`config.mk`:
```
export PLATFORM = sky130hd
export DESIGN_NAME = syscall_controller
export DESIGN_NICKNAME = d
export VERILOG_FILES = /design/src/rtl/syscall_pkg.sv /design/src/rtl/syscall_controller_dec_digit_gen.sv /design/src/rtl/syscall_controller.sv
export SDC_FILE = /design/constraint.sdc
export NUM_CORES = 1
export LEC_CHECK = 0
export BUFFER_PORTS_ARGS = -buffer_cell sky130_fd_sc_hd__buf_2
export CELL_PAD_IN_SITES_DETAIL_PLACEMENT = 1
export CELL_PAD_IN_SITES_GLOBAL_PLACEMENT = 2
export CORE_UTILIZATION = 37
export CTS_CLUSTER_SIZE = 28
export DETAILED_ROUTE_END_ITERATION = 7
export PLACE_DENSITY_LB_ADDON = 0.05
export SETUP_SLACK_MARGIN = 0.02
export SLEW_MARGIN = 15
export SYNTH_ARGS = -nofsm -noshare
export SYNTH_HDL_FRONTEND = slang
export SYNTH_SLANG_ARGS = --single-unit
```
`constraint.sdc`:
```
create_clock -name clk -period 4.65 [get_ports clk]
set_input_delay 0.465 -clock clk [delete_from_list [all_inputs] [get_ports clk]]
set_output_delay 0.465 -clock clk [all_outputs]
set_load 0.05 [all_outputs]
```
`src/rtl/syscall_pkg.sv`:
```
// Shared constants, state encoding and helpers for the syscall sequencer.
package syscall_pkg;

  localparam logic [31:0] SYS_PRINT_INT  = 32'd1;
  localparam logic [31:0] SYS_PRINT_STR  = 32'd4;
  localparam logic [31:0] SYS_EXIT       = 32'd10;
  localparam logic [31:0] SYS_PRINT_CHAR = 32'd11;

  localparam logic [7:0] ASCII_ZERO  = 8'h30;
  localparam logic [7:0] ASCII_MINUS = 8'h2D;

  typedef enum logic [3:0] {
    IDLE, DECODE, STR_RD, STR_WAIT, STR_EMIT,
    INT_SIGN, INT_DIGIT, INT_EMIT, CHAR_EMIT, DONE, HALT
  } state_t;

  localparam logic [31:0] POW10 [10] = '{
    32'd1000000000, 32'd100000000, 32'd10000000, 32'd1000000, 32'd100000,
    32'd10000, 32'd1000, 32'd100, 32'd10, 32'd1
  };

  // Two's-complement magnitude; 0x80000000 maps to 2147483648 unsigned.
  function automatic logic [31:0] magnitude(input logic [31:0] v);
    return v[31] ? (~v + 32'd1) : v;
  endfunction

endpackage

```
`src/rtl/syscall_controller_dec_digit_gen.sv`:
```
// Serial decimal digit generator: repeated subtraction of powers of ten,
// most significant first, with leading-zero suppression.
import syscall_pkg::*;

module dec_digit_gen (
  input  logic        clk,
  input  logic        rst_n,
  input  logic        start,
  input  logic        stall,
  input  logic [31:0] mag,
  output logic [3:0]  digit,
  output logic        valid,
  output logic        last
);

  logic [31:0] rem;
  logic [3:0]  idx;
  logic [3:0]  acc;
  logic        started;
  logic        active;

  always_ff @(posedge clk or negedge rst_n) begin
    if (!rst_n) begin
      rem     <= '0;
      idx     <= '0;
      acc     <= '0;
      started <= 1'b0;
      active  <= 1'b0;
      digit   <= '0;
      valid   <= 1'b0;
      last    <= 1'b0;
    end else if (start) begin
      rem     <= mag;
      idx     <= '0;
      acc     <= '0;
      started <= 1'b0;
      active  <= 1'b1;
      valid   <= 1'b0;
      last    <= 1'b0;
    end else if (!stall) begin
      // valid lasts one unstalled cycle: the parent consumes it on that edge
      valid <= 1'b0;
      if (active) begin
        if (rem >= POW10[idx]) begin
          rem <= rem - POW10[idx];
          acc <= acc + 4'd1;
        end else begin
          if (acc != '0 || started || idx == 4'd9) begin
            valid   <= 1'b1;
            digit   <= acc;
            last    <= (idx == 4'd9);
            started <= 1'b1;
          end
          if (idx == 4'd9) active <= 1'b0;
          else             idx    <= idx + 4'd1;
          acc <= '0;
        end
      end
    end
  end

endmodule

```
`src/rtl/syscall_controller.sv`:
```
// Syscall sequencer: captures $v0/$a0, freezes the pipeline and services
// print_int / print_string / print_char / exit over the console port.
import syscall_pkg::*;

module syscall_controller #(
  parameter int unsigned MAX_STR_LEN = 1024
) (
  input  logic        clk,
  input  logic        rst_n,
  input  logic        syscall_d,
  input  logic        sysstall,
  input  logic [31:0] v0,
  input  logic [31:0] a0,
  output logic        mem_rd,
  output logic [31:0] mem_addr,
  input  logic [7:0]  mem_byte,
  output logic        cons_valid,
  output logic [7:0]  cons_data,
  input  logic        cons_ready,
  output logic        stall_sys,
  output logic        busy_mem,
  output logic        halt,
  output logic        bad_sys
);

  state_t      state;
  logic [31:0] v0_q, a0_q, ptr, cnt;
  logic        last_q;
  logic [3:0]  digit;
  logic        digit_valid, digit_last;
  logic        xfer;

  assign xfer      = cons_valid && cons_ready;
  assign mem_rd    = (state == STR_RD);
  assign busy_mem  = (state == STR_RD) || (state == STR_WAIT);
  assign mem_addr  = ptr;
  assign stall_sys = (state == IDLE) ? syscall_d : (state != DONE);

  dec_digit_gen u_digits (
    .clk   (clk),
    .rst_n (rst_n),
    .start ((state == DECODE) && (v0_q == SYS_PRINT_INT)),
    .stall (state != INT_DIGIT),
    .mag   (magnitude(a0_q)),
    .digit (digit),
    .valid (digit_valid),
    .last  (digit_last)
  );

  always_ff @(posedge clk or negedge rst_n) begin
    if (!rst_n) begin
      state      <= IDLE;
      v0_q       <= '0;
      a0_q       <= '0;
      ptr        <= '0;
      cnt        <= '0;
      last_q     <= 1'b0;
      cons_valid <= 1'b0;
      cons_data  <= '0;
      halt       <= 1'b0;
      bad_sys    <= 1'b0;
    end else begin
      bad_sys <= 1'b0;
      unique case (state)
        IDLE: if (syscall_d && !sysstall) begin
          v0_q  <= v0;
          a0_q  <= a0;
          state <= DECODE;
        end
        DECODE: begin
          case (v0_q)
            SYS_PRINT_STR: begin
              ptr   <= a0_q;
              cnt   <= '0;
              state <= STR_RD;
            end
            SYS_PRINT_INT: begin
              if (a0_q[31]) begin
                cons_valid <= 1'b1;
                cons_data  <= ASCII_MINUS;
              end
              state <= INT_SIGN;
            end
            SYS_PRINT_CHAR: begin
              cons_valid <= 1'b1;
              cons_data  <= a0_q[7:0];
              state      <= CHAR_EMIT;
            end
            SYS_EXIT: begin
              halt  <= 1'b1;
              state <= HALT;
            end
            default: begin
              bad_sys <= 1'b1;
              state   <= DONE;
            end
          endcase
        end
        STR_RD: state <= STR_WAIT;
        STR_WAIT: begin
          if (mem_byte == 8'h00 || cnt == MAX_STR_LEN) begin
            state <= DONE;
          end else begin
            cons_data  <= mem_byte;
            cons_valid <= 1'b1;
            state      <= STR_EMIT;
          end
        end
        STR_EMIT: if (xfer) begin
          cons_valid <= 1'b0;
          ptr        <= ptr + 32'd1;
          cnt        <= cnt + 32'd1;
          state      <= STR_RD;
        end
        INT_SIGN: if (!cons_valid || xfer) begin
          cons_valid <= 1'b0;
          state      <= INT_DIGIT;
        end
        INT_DIGIT: if (digit_valid) begin
          cons_data  <= ASCII_ZERO + {4'b0000, digit};
          cons_valid <= 1'b1;
          last_q     <= digit_last;
          state      <= INT_EMIT;
        end
        INT_EMIT: if (xfer) begin
          cons_valid <= 1'b0;
          state      <= last_q ? DONE : INT_DIGIT;
        end
        CHAR_EMIT: if (xfer) begin
          cons_valid <= 1'b0;
          state      <= DONE;
        end
        DONE:    state <= IDLE;
        HALT:    state <= HALT;
        default: state <= IDLE;
      endcase
    end
  end

endmodule

```
==> flow_summary.json <==
{
  "multiInputGateArea_mm2": 0.006848,
  "cts_htree_levels": 4,
  "seqCellArea_mm2": 0.004805,
  "endpoint_kind": "flip-flop",
  "gp_congestion": 0.9055,
  "power.switching_mw": 2.605,
  "hp-class": "primary input to async pin",
  "fill_cells": 3730,
  "post-route-util_pct": 42.90,
  "crit_type": "flip-flop to flip-flop",
  "cts_buffers": 17,
  "clock-sinks": 192,
  "setup_viol_count_final": 0,
  "r2r-start": "u_digits.idx[0]",
  "rsz0062_at_grt": "false",
  "leakage_nw": 6.080,
  "ff2ff_path_depth": 11,
  "grt_use_total_pct": 23.05,
  "drive_above_1_share_pct": 19.86,
  "dp.cells": 1795,
  "drc_errors": 0,
  "core.rowCount": 65,
  "die-area_mm2": 0.03314,
  "cp_num_buf_inv": 1,
  "max_cap_viol_count": 0,
  "grt_start_max_net_pins": 101,
  "synth_flop_cell": "dfrtp_1",
  "critical_path.top_delay_family": "compound AO/OA/AOI/OAI gates",
  "cts_setup_buffers": 0,
  "postRouteAntennaNets": 0,
  "fp.dieW_um": 182.0,
  "die_h_um": 182.0,
  "slew_headroom_pct": 36.30,
  "powerDensity_mw_per_mm2": 470.4,
  "instances_no_fill": 1828,
  "fin_nets": 1534,
  "drt_wl_total_mm": 36.71,
  "dr.pass1.iters": 4,
  "wl_per_cell_um": 20.08,
  "power.share.switching_pct": 40.70,
  "dp_hpwl_mm": 27.29,
  "critical-path-max-stage-delay_ns": 0.55,
  "path_clk_slew_ns": 0.07,
  "seqPwrFrac_pct": 42.0,
  "synth_nets": 1443,
  "skew_ns": 0.01568,
  "yosys_warnings": 0,
  "core_area_mm2": 0.03172,
  "yosys_register_bits": 192,
  "worstSetupStartpointType": "flip-flop",
  "io_pins": 123,
  "crit_start": "u_digits.idx[0]",
  "synthArstFlopShare_pct": 100.0,
  "synth_cell_types": 79,
  "cp.required_ns": 4.99,
  "synthToLayoutAreaGrowth_pct": 13.47,
  "antenna_found_initial": 1,
  "slowest_stage": "dfrtp_1",
  "cts_tree": "built",
  "combPwrFrac_pct": 33.4,
  "max-vdd-ir-drop_uv": 449.4,
  "hold_buffers": 0,
  "cts-resized-gates": 0,
  "fin_total_pwr_mw": 6.401,
  "worstPathCellList": "inv_1, ha_1, or3_1, ha_1, a211o_1, a21o_1, o31a_1, and3b_1, o21ai_0, nand4_2, mux2_2",
  "crit_fanout": 10,
  "status": "completed",
  "hold_viol_final": 0,
  "fmaxAchievable_mhz": 252.5,
  "syn_inst": 1321,
  "drtIter0Drc": 480,
  "report.final.slew_viol_count": 0,
  "syn_area_per_cell_um2": 9.079,
  "crit_top_cell": "ha_1",
  "synth_edf_count": 0,
  "tns_ns": 0,
  "intPower_mw": 3.796,
  "cts_root_buffer": "clkbuf_16",
  "clock_latency_ns": 0.46,
  "grt_pass1_wl_mm": 59.83,
  "vias": 10230,
  "port_buffers": 122,
  "clockBufferDepth": 2,
  "grt_pass1_vias": 10500,
  "grt_overflow": 0,
  "vias_per_cell": 5.597,
  "syn_area_mm2": 0.01199,
  "start_util_pct": 37.81,
  "cp.depth": 11,
  "arrival_ns": 4.30,
  "finalCriticalPeriod_ns": 3.961,
  "pwr-share-clk_pct": 24.5,
  "period_share_pct": 85.18,
  "synth-seq-area-share_pct": 40.06,
  "tightest_slew_ns": 0.9554
}
-- logic make-up (layout without fill, tap and decap cells) --
logic type / count (synthesis) / count (layout) / share of synthesized area (%)
muxes: 99 / 99 / 9.056
DFF: 192 / 192 / 40.06
and+or+nand+nor: 492 / 492 / 20.66
xor gates and xnor gates: 86 / 86 / 6.281
other: 0 / 1 / 0
AOI/OAI and AO/OA: 316 / 316 / 16.17
adders and majority gates: 45 / 45 / 4.757
buffers and inverters: 91 / 195 / 3.015
-- per-layer routing --
layer / GRT usage (%) / wire [µm] / share of wire (%)
met5: 0 / 0 / 0
met4: 6.555 / 556 / 1.5
met3: 4.091 / 1104 / 3.0
met2: 35.45 / 16700 / 45
met1: 32.99 / 18350 / 50
-- final timing paths --
path / slack (ns) / to
worst min register to register: 0.47 / halt
worst min-delay path: 0.05 / u_digits.digit[0]
max in group asynchronous: 3.48 / cnt[8]
worst max register to register: 0.69 / u_digits.digit[3]
worst max-delay path: 0.69 / u_digits.digit[3]
min in group clk: 0.23 / v0_q[29]
-- cell type report --
cell class	count	share of cell area, %
diodes	1	0.01839
clock buffers	21	3.384
clock inverters	11	1.057
inverters	25	0.6896
multi-input cells	1038	50.32
flip-flops and latches	192	35.31
well taps	402	3.696
repair buffers	138	5.526
-- synthesized netlist by cell type (5+ instances only) --
cell      number  area [µm²]
and2_1         5       31.28
or3_1         17       106.4
xnor2_1       41       359.1
a22oi_1       10       75.07
nor4_1        17       106.4
nor2_1       124       465.5
nor3b_1        5       37.54
xor2_1        45       394.1
a21oi_1      106       530.5
a21o_1        13       97.59
nand3_1       48       240.2
dfrtp_1      192        4805
nand2b_1      15       93.84
ha_1          44       550.5
o211ai_1      10       75.07
nor3_1        20       100.1
or2_2         11       68.82
a31oi_1       21       131.4
o21ai_0       75       375.4
o22ai_1       10       62.56
inv_1         25       93.84
and4_1         5       43.79
a211oi_1       6       45.04
nand4_1       23       143.9
nand2_1      143       536.8
o31ai_1       12       90.09
mux2_2        76       855.8
mux2i_1       23       230.2
clkbuf_1      56       210.2
and3_1        17       106.4
nor2b_1       14       87.58
-- power by group through the flow --
stage	registers (mW)	logic [mW]	clock network, mW
final	2.69	2.14	1.57
after global routing	2.77	2.36	1.67
after CTS	2.69	2.17	1.61
after detailed placement	2.72	2.16	0
after global placement	2.72	2.12	0
after floorplan	2.81	1.35	0
-- worst reg2reg max path, stage by stage, from the launching register on --
cell,delay [ns]
dfrtp_1,0.55
inv_1,0.20
ha_1,0.38
or3_1,0.33
ha_1,0.39
a211o_1,0.31
a21o_1,0.19
o31a_1,0.32
and3b_1,0.24
o21ai_0,0.24
nand4_2,0.36
mux2_2,0.36
-- cell usage in the layout, fill, tap and decap left out, types with 15 or more instances in the layout --
cell type  count
nand2_1      143
mux2_2        76
or3_1         17
nand3_1       47
nand2b_1      15
nor3_1        20
and3_1        16
dfrtp_1      192
buf_4         15
xor2_1        45
clkbuf_16     17
buf_2        121
nor2_1       123
nand4_1       23
o21ai_0       75
xnor2_1       41
nor4_1        17
mux2i_1       23
ha_1          44
inv_1         25
a21oi_1      106
a31oi_1       21
-- registers in the layout, indices dropped and copies added, names as in the netlist, 4 cells and up --
register	count
a0_q	32
cnt	32
cons_data	8
mem_addr	32
state	4
u_digits.acc	4
u_digits.digit	4
u_digits.idx	4
u_digits.rem	32
v0_q	32
-- stage by stage --
stage	hold slack (ns)	worst slack, ns	area (µm²)
floorplan	0.1694	1.219	11990
global placement	0.4462	0.8070	13000
detailed placement	0.4582	0.6859	13000
CTS	0.1164	0.6676	13600
global route	0.1404	0.3157	13610
finish	0.05225	0.6891	13610
Power figures use the tool's default switching activity.
